--- config.mk ---
export PLATFORM = sky130hd
export DESIGN_NAME = dram_port_arbiter
export DESIGN_NICKNAME = d
export VERILOG_FILES = /design/src/rtl/dram_arb_pkg.sv /design/src/rtl/rr_pick4.sv /design/src/rtl/dram_port_arbiter.sv
export SDC_FILE = /design/constraint.sdc
export NUM_CORES = 1
export LEC_CHECK = 0
export CAP_MARGIN = 10
export CORE_ASPECT_RATIO = 0.5
export CORE_MARGIN = 3
export CORE_UTILIZATION = 38
export CTS_CLUSTER_SIZE = 8
export DETAILED_ROUTE_END_ITERATION = 16
export HOLD_SLACK_MARGIN = 0.06
export PLACE_DENSITY = 0.9
export SLEW_MARGIN = 40
export SYNTH_ARGS = -nofsm -noshare
export SYNTH_HDL_FRONTEND = slang
export SYNTH_SLANG_ARGS = --single-unit
--- constraint.sdc ---
create_clock -name clk -period 2.8 [get_ports clk]
set_input_delay 0.7 -clock clk [delete_from_list [all_inputs] [get_ports clk]]
set_output_delay 0.7 -clock clk [all_outputs]
set_load 0.01 [all_outputs]
--- src/rtl/dram_arb_pkg.sv ---
// Shared types and sizes for the data-RAM port arbiter.
package dram_arb_pkg;

   localparam int unsigned NCORES    = 4;
   localparam int unsigned ADDR_W    = 16;
   localparam int unsigned DATA_W    = 16;
   localparam int unsigned CORE_ID_W = 2;

   typedef enum logic [1:0] {
      IDLE  = 2'd0,
      ISSUE = 2'd1,
      WAIT  = 2'd2,
      DONE  = 2'd3
   } state_t;

   function automatic logic [NCORES-1:0] core_onehot(input logic [CORE_ID_W-1:0] id);
      return NCORES'(1) << id;
   endfunction

endpackage

--- src/rtl/rr_pick4.sv ---
// Combinational round-robin selector: first requester at or after ptr, modulo 4.
module rr_pick4
   import dram_arb_pkg::*;
(
   input  logic [3:0]           req,
   input  logic [CORE_ID_W-1:0] ptr,
   output logic                 any,
   output logic [CORE_ID_W-1:0] winner
);

   logic                 found;
   logic [CORE_ID_W-1:0] idx;

   always_comb begin
      any    = |req;
      winner = ptr;
      found  = 1'b0;
      idx    = '0;
      for (int unsigned i = 0; i < 4; i++) begin
         idx = ptr + CORE_ID_W'(i);
         if (!found && req[idx]) begin
            winner = idx;
            found  = 1'b1;
         end
      end
   end

endmodule

--- src/rtl/dram_port_arbiter.sv ---
// Round-robin arbiter sharing one single-port data RAM among four cores;
// one fixed-latency, non-pipelined transaction at a time.
module dram_port_arbiter
   import dram_arb_pkg::*;
#(
   parameter int unsigned NCORES = dram_arb_pkg::NCORES,
   parameter int unsigned ADDR_W = dram_arb_pkg::ADDR_W,
   parameter int unsigned DATA_W = dram_arb_pkg::DATA_W
) (
   input  logic                     clk,
   input  logic                     controlRST,
   input  logic [NCORES-1:0]        req,
   input  logic [NCORES-1:0]        we,
   input  logic [NCORES*ADDR_W-1:0] addr,
   input  logic [NCORES*DATA_W-1:0] wdata,
   output logic [NCORES-1:0]        ack,
   output logic [DATA_W-1:0]        rdata,
   output logic [ADDR_W-1:0]        mem_addr,
   output logic [DATA_W-1:0]        mem_wdata,
   output logic                     mem_wren,
   input  logic [DATA_W-1:0]        mem_q,
   output logic [CORE_ID_W-1:0]     grant_id,
   output logic                     busy
);

   state_t               state_q, state_d;
   logic [CORE_ID_W-1:0] ptr_q, ptr_d;
   logic                 any;
   logic [CORE_ID_W-1:0] winner;

   logic [NCORES-1:0]    ack_d;
   logic [DATA_W-1:0]    rdata_d;
   logic [ADDR_W-1:0]    mem_addr_d;
   logic [DATA_W-1:0]    mem_wdata_d;
   logic                 mem_wren_d;
   logic [CORE_ID_W-1:0] grant_d;
   logic                 busy_d;

   rr_pick4 u_pick (
      .req    (req),
      .ptr    (ptr_q),
      .any    (any),
      .winner (winner)
   );

   // State register
   always_ff @(posedge clk or negedge controlRST) begin
      if (!controlRST) state_q <= IDLE;
      else             state_q <= state_d;
   end

   // Next state; mem_wren still holds the granted write flag during ISSUE
   always_comb begin
      state_d = state_q;
      case (state_q)
         IDLE:    if (any) state_d = ISSUE;
         ISSUE:   state_d = mem_wren ? DONE : WAIT;
         WAIT:    state_d = DONE;
         DONE:    state_d = IDLE;
         default: state_d = IDLE;
      endcase
   end

   // Next values of the registered outputs; ack is set on entry to DONE
   always_comb begin
      ack_d       = '0;
      rdata_d     = rdata;
      mem_addr_d  = mem_addr;
      mem_wdata_d = mem_wdata;
      mem_wren_d  = 1'b0;
      grant_d     = grant_id;
      ptr_d       = ptr_q;
      case (state_q)
         IDLE: begin
            if (any) begin
               grant_d     = winner;
               mem_addr_d  = addr[winner*ADDR_W +: ADDR_W];
               mem_wdata_d = wdata[winner*DATA_W +: DATA_W];
               mem_wren_d  = we[winner];
               ptr_d       = CORE_ID_W'(winner + 1'b1);
            end
         end
         ISSUE: begin
            if (mem_wren) ack_d = core_onehot(grant_id);
         end
         WAIT: begin
            rdata_d = mem_q;
            ack_d   = core_onehot(grant_id);
         end
         default: ;
      endcase
      busy_d = (state_d != IDLE);
   end

   // Output and pointer registers
   always_ff @(posedge clk or negedge controlRST) begin
      if (!controlRST) begin
         ack       <= '0;
         rdata     <= '0;
         mem_addr  <= '0;
         mem_wdata <= '0;
         mem_wren  <= 1'b0;
         grant_id  <= '0;
         busy      <= 1'b0;
         ptr_q     <= '0;
      end else begin
         ack       <= ack_d;
         rdata     <= rdata_d;
         mem_addr  <= mem_addr_d;
         mem_wdata <= mem_wdata_d;
         mem_wren  <= mem_wren_d;
         grant_id  <= grant_d;
         busy      <= busy_d;
         ptr_q     <= ptr_d;
      end
   end

endmodule

* Word-level counts from Yosys, hierarchy flattened
Index checks and enable logic that the tools add are counted.
** Storage, ports and cells
- Word-level logic and storage cells :: 57
- Input port bits :: 154
- Bits in registers :: 60
- Output and inout port bits :: 56
** Operators by class
- Order comparisons :: 5
- Equal/unequal tests :: 3
- $add $sub $neg :: 4
- Shift operators :: 3
- Reductions and logical operators :: 10
- Mux-type cells :: 23
** Operator list (number)
- variable part select 64 x 7 -> 16 bit :: 2
- < comparator 2 x 3 -> 1 bit (second input constant) :: 5
- two-way mux 1 bit :: 11
- binary-select mux 1 bit (select 2 bit) :: 5
- two-way mux 2 bit :: 4
- one-hot mux 2 bit (4 select lines) :: 1
- one-hot mux 4 bit (2 select lines) :: 1
- adder 2 x 1 -> 2 bit (second input constant) :: 2
- adder 2 bit (second input constant) :: 2
- == test 2 bit (second input constant) :: 2
- two-way mux 4 bit :: 1
- OR reduction 4 bit :: 1
- left shift 1 x 2 -> 4 bit (first input constant) :: 1
- logical AND 1 bit :: 3
- logical NOT 1 bit :: 3
- == test 2 x 1 -> 1 bit (second input constant) :: 1
- logical NOT 2 bit :: 1
- AND reduction 2 bit :: 1
- nonzero test 2 bit :: 1

* Depth between registers and ports, before layout
- Depth in word-level cells :: 16
- Mapped depth :: 8
- Depth with buffers taken out :: 6

* Cells and area by module
From an unflattened synthesis, not the netlist that was laid out.
** Unflattened totals
- Cells, all modules :: 197
- Area, all modules :: 3215.6 sq um
** By module, submodules not included
- dram_port_arbiter :: sequential area each 1501.4 sq um, area an instance 3119.2 sq um, times used 1, cells an instance 181
- rr_pick4 :: sequential area each 0.0 sq um, area an instance 96.3 sq um, times used 1, cells an instance 16

* Least setup slack after synthesis
No wires, ideal clock.
- Path kind :: input-to-reg
- Start :: input req[1]
- End :: register mem_addr[10]
- Setup slack :: 0.513 ns
- Library setup time :: 0.126 ns
- Required time :: 2.674 ns
- Path buffers :: 2
- Cell stages on the path :: 7
- Data arrival time :: 2.160 ns
- Path through :: or4_1 > and2_1 > clkbuf_1 > o31ai_1 > buf_2 > a21oi_1 > a221o_1
** On the way
- Cells in the longest elaborated chain, start to end :: 13
- Elaborated cells between the ends (all ways) :: 23
- Those cells by class :: 1 x shift; 14 x mux; 8 x reduce/logical
** Ends and longest elaborated chain
- start, declared :: RTL line dram_port_arbiter.sv:12 : input logic [NCORES-1:0] req,
- binary-select mux 1 bit (select 2 bit) :: RTL line rr_pick4.sv:21 : if (!found && req[idx]) begin
- two-way mux 1 bit (not written as such) :: RTL line rr_pick4.sv:21
- two-way mux 1 bit :: RTL line rr_pick4.sv:21
- logical NOT 1 bit :: RTL line rr_pick4.sv:21
- logical AND 1 bit :: RTL line rr_pick4.sv:21
- two-way mux 1 bit :: RTL line rr_pick4.sv:21
- logical NOT 1 bit :: RTL line rr_pick4.sv:21
- logical AND 1 bit :: RTL line rr_pick4.sv:21
- two-way mux 1 bit :: RTL line rr_pick4.sv:21
- logical NOT 1 bit :: RTL line rr_pick4.sv:21
- logical AND 1 bit :: RTL line rr_pick4.sv:21
- two-way mux 2 bit :: RTL line rr_pick4.sv:21
- variable part select 64 x 7 -> 16 bit :: RTL line dram_port_arbiter.sv:77 : mem_addr_d = addr[winner*ADDR_W +: ADDR_W];
- end signal, assigned :: RTL line dram_port_arbiter.sv:109 : mem_addr <= mem_addr_d;
- end, declared :: RTL line dram_port_arbiter.sv:18 : output logic [ADDR_W-1:0] mem_addr,
Several ways; a longest one is shown, not always the timed one. The select of a mux whose other input is x is not followed.
A chain may end at the register's enable or synchronous reset.

* Final worst setup path
- Start :: input req[1]
- End :: register mem_wdata[1]
** On the way
- Cells in the longest elaborated chain, start to end :: 13
- Elaborated cells between the ends (all ways) :: 23
- Those cells by class :: 1 x shift; 14 x mux; 8 x reduce/logical
** Ends and longest elaborated chain
- binary-select mux 1 bit (select 2 bit) :: RTL line rr_pick4.sv:21
- two-way mux 1 bit (not written as such) :: RTL line rr_pick4.sv:21
- two-way mux 1 bit :: RTL line rr_pick4.sv:21
- logical NOT 1 bit :: RTL line rr_pick4.sv:21
- logical AND 1 bit :: RTL line rr_pick4.sv:21
- two-way mux 1 bit :: RTL line rr_pick4.sv:21
- logical NOT 1 bit :: RTL line rr_pick4.sv:21
- logical AND 1 bit :: RTL line rr_pick4.sv:21
- two-way mux 1 bit :: RTL line rr_pick4.sv:21
- logical NOT 1 bit :: RTL line rr_pick4.sv:21
- logical AND 1 bit :: RTL line rr_pick4.sv:21
- two-way mux 2 bit :: RTL line rr_pick4.sv:21
- variable part select 64 x 7 -> 16 bit :: RTL line dram_port_arbiter.sv:78 : mem_wdata_d = wdata[winner*DATA_W +: DATA_W];
- end signal, assigned :: RTL line dram_port_arbiter.sv:110 : mem_wdata <= mem_wdata_d;
- end, declared :: RTL line dram_port_arbiter.sv:19 : output logic [DATA_W-1:0] mem_wdata,
Several ways; a longest one is shown, not always the timed one. The select of a mux whose other input is x is not followed.

==> impl_metrics.csv <==
group,metric,value,unit
clock_network,cts_max_level,3,
clock_network,clk_path_buf_depth,2,
synthesis,synth_cell_types,41,
floorplan,die_w,140,microns
detailed_routing,drtIter0Drc,257,
sta,slew_violations,0,
placed_design,placed_area,5820,sq um
synthesis,synthArstFlopShare,1.00,
synthesis,synth-edff-count,0,
floorplan,ios,210,
detailed_routing,drc,0,
sta,rsz0062_at_grt,"no",
clock_network,root_buffer,"clkbuf_16",
floorplan,core_area,8370,sq um
sta,worstMarginPinSlew,0.808,ns
placed_design,dp_hpwl,9870,microns
placed_design,dp_slack,-0.141,ns
finish,antenna_cells,0,
finish,fillCellCount,528,
synthesis,yosysTopAreaCellShare,0.438,
floorplan,chipHeight,73.1,microns
clock_network,cts_tree,"built",
synthesis,synth-main-ff-cell,"dfrtp_1",
critical_path,cpPeakStageDelay,0.56,ns
sta,period_needed,2.68,ns
placed_design,port_buffers,209,
synthesis,synth_nets,476,
synthesis,synth-seq-area-share,0.438,
critical_path,critPathBufInv,2,
sta,final-hold-violation-count,0,
synthesis,synth_area_leader_cell,"dfrtp_1",
power_and_ir_drop,ir_worst_vdd,445,uV
critical_path,worst-path-max-fanout,23,
clock_network,hold_buffers,0,
global_route,grt_use_total,0.264,
clock_network,clkLatencyLatePin,0.33,ns
floorplan,start_util,0.409,
synthesis,syn_inst,319,
sta,layout_setup_ws,0.123,ns
critical_path,r2r-end,"mem_wdata[1]",
global_route,antenna_found_initial,0,
synthesis,synth_most_common_cell,"dfrtp_1",
finish,area_delta_synth_final,79.7,%
critical_path,regToRegSetupSlack,0.47,ns
finish,fin_area,6150,sq um
global_route,grt_pass1_vias,4003,
floorplan,num_rows,23,
critical_path,crit_family,"compound AO/OA/AOI/OAI gates",
run,drv_cap,0,
clock_network,numClockSinks,60,
synthesis,synth_commonest_cells,"dfrtp_1 (60), nor2_1 (28), mux2i_1 (25)",
detailed_routing,drt_wl_total,13600,microns
finish,nets,694,
detailed_routing,routed_via_density,5.61,
placed_design,routabilityCongestion,0.831,
critical_path,crit_slowest_cell,"clkdlybuf4s50_1",
synthesis,ys_ff_latch,60,
synthesis,syn_area_per_cell,10.7,sq um
critical_path,r2r-start,"ptr_q[1]",
critical_path,path_cells,"clkdlybuf4s50_1 > nor2_1 > a2111oi_4 > nor2_2 > buf_4 > a2111oi_0 > a211oi_1",
detailed_routing,dr.pass1.iters,5,
sta,slew-limit-headroom,0.461,
hold_path,hp-class,"in -> async",
critical_path,end_kind,"flop",
status,status,"finished clean",
global_route,grt_overflow,0,
global_route,grt_max_degree,36,
sta,setup_violations,0,
clock_network,cts_setup_buffers,0,
detailed_routing,wl_per_cell,20.9,microns
detailed_routing,via_count,3667,
critical_path,cp.required,2.98,ns
power_and_ir_drop,p_per_area,991,nW/um^2
detailed_routing,postRouteAntennaNets,0,
clock_network,cts.clk_slew.worst_paths,0.05,ns
sta,max_clock_freq,0.373,GHz
critical_path,crit_type,"in -> reg",
floorplan,die-area,10300,sq um
clock_network,numCtsBuffers,9,
sta,fin_crit_sh,0.956,
synthesis,synth_area_leaders,"dfrtp_1 (44%), mux2i_1 (7.3%), mux2_2 (7.2%), a2111oi_0 (5.6%), o31a_1 (5.6%)",
critical_path,arrival,2.86,ns
global_route,grt_pass1_wl,21000,microns
synthesis,synth_warnings,0,
synthesis,syn_area,3420,sq um
critical_path,startpoint_type,"input port",
finish,layout-drive-gt1-share,0.148,
critical_path,rr_worst_depth,6,
sta,fin_skew,0.00502,ns
power_and_ir_drop,leakage,2.45,nW
## kinds of logic (layout without fill, tap and decap cells)
kind of cell    after synthesis  count (layout)  share of synthesized area
xor+xnor                      1               1                    0.00256
fa+ha+maj                     3               3                     0.0110
simple gates                 61              61                     0.0888
buf+inv                      35             258                     0.0501
compound gates              108             108                      0.251
mux                          51              51                      0.159
flops                        60              60                      0.438
## timing repair
| action | in CTS | in global routing |
|---|---|---|
| resized for setup | 0 | 1 |
| setup endpoints to repair | 0 | 1 |
| hold endpoints to repair | 0 | 0 |
## report_power, final
part / internal (W) / switching (W) / total, W
clock network: 0.000848 / 0.000401 / 0.00125
registers: 0.00130 / 0.000266 / 0.00156
logic: 0.00175 / 0.00153 / 0.00329
## cell type report
class                   count  area (sq um)  area share
inverters                   3          11.3     0.00183
clock inverters             4          70.1      0.0114
clock buffers              12           267      0.0433
flip-flops and latches     60          1500       0.244
repair buffers            239          2370       0.386
well taps                 112           140      0.0228
multi-input cells         224          1790       0.291
## layout by cell type, fill, tap and decap left out, types with 2 or more instances in the layout
cell,count
a211oi_1,22
nor2b_1,2
clkinv_2,2
a2111oi_0,21
nor2_1,28
inv_1,3
o31a_1,22
clkbuf_8,3
mux2_2,22
nand3_1,10
a21oi_1,12
buf_4,25
mux2_1,4
dfrtp_1,60
o21ai_0,11
a21o_1,2
buf_12,5
a221o_1,10
bufinv_16,2
nand2b_1,3
ha_1,3
nand2_1,6
mux2i_1,25
clkbuf_16,9
clkdlybuf4s50_1,208
## worst max path at each step
| stage | slack, ns | start | depth (start not counted) | to |
|---|---|---|---|---|
| final | 0.12 | req[1] | 7 | mem_wdata[1] |
| after global routing | 0.01 | req[1] | 7 | mem_addr[4] |
| after global placement | -0.11 | req[2] | 6 | mem_addr[10] |
| after detailed placement | -0.14 | req[1] | 8 | mem_addr[0] |
| after floorplan | 0.51 | req[1] | 7 | mem_addr[10] |
| after CTS | 0.11 | req[1] | 7 | mem_wdata[8] |
## per-stage QoR
step | cells | TNS (ns) | hold slack (ns) | power [W] | util
final | 654 | 0 | 0.390 | 0.00610 | 0.735
after global routing | 654 | 0 | 0.439 | 0.00642 | 0.735
after CTS | 654 | 0 | 0.407 | 0.00610 | 0.735
after detailed placement | 638 | -1.05 | 0.494 | 0.00480 | 0.694
after global placement | 638 | -0.998 | 0.489 | 0.00467 | 0.693
after floorplan | 319 | 0 | 0.404 | 0.00318 | -
## flip-flops by register name (all words and copies together) (netlist names)
name and flops:
rdata 16, mem_wren 1, mem_wdata 16, state_q 2, mem_addr 16, ptr_q 2, ack 4, grant_id 2
busy 1
## metal layers
metal / up-vias / GRT usage / wire [microns]
met4: 0 / 0.108 / 374
met1: 1799 / 0.304 / 5300
li1: 1675 / - / -
met2: 161 / 0.476 / 7160
met5: - / 0 / 0
met3: 32 / 0.0700 / 803
Power figures use the tool's default switching activity.
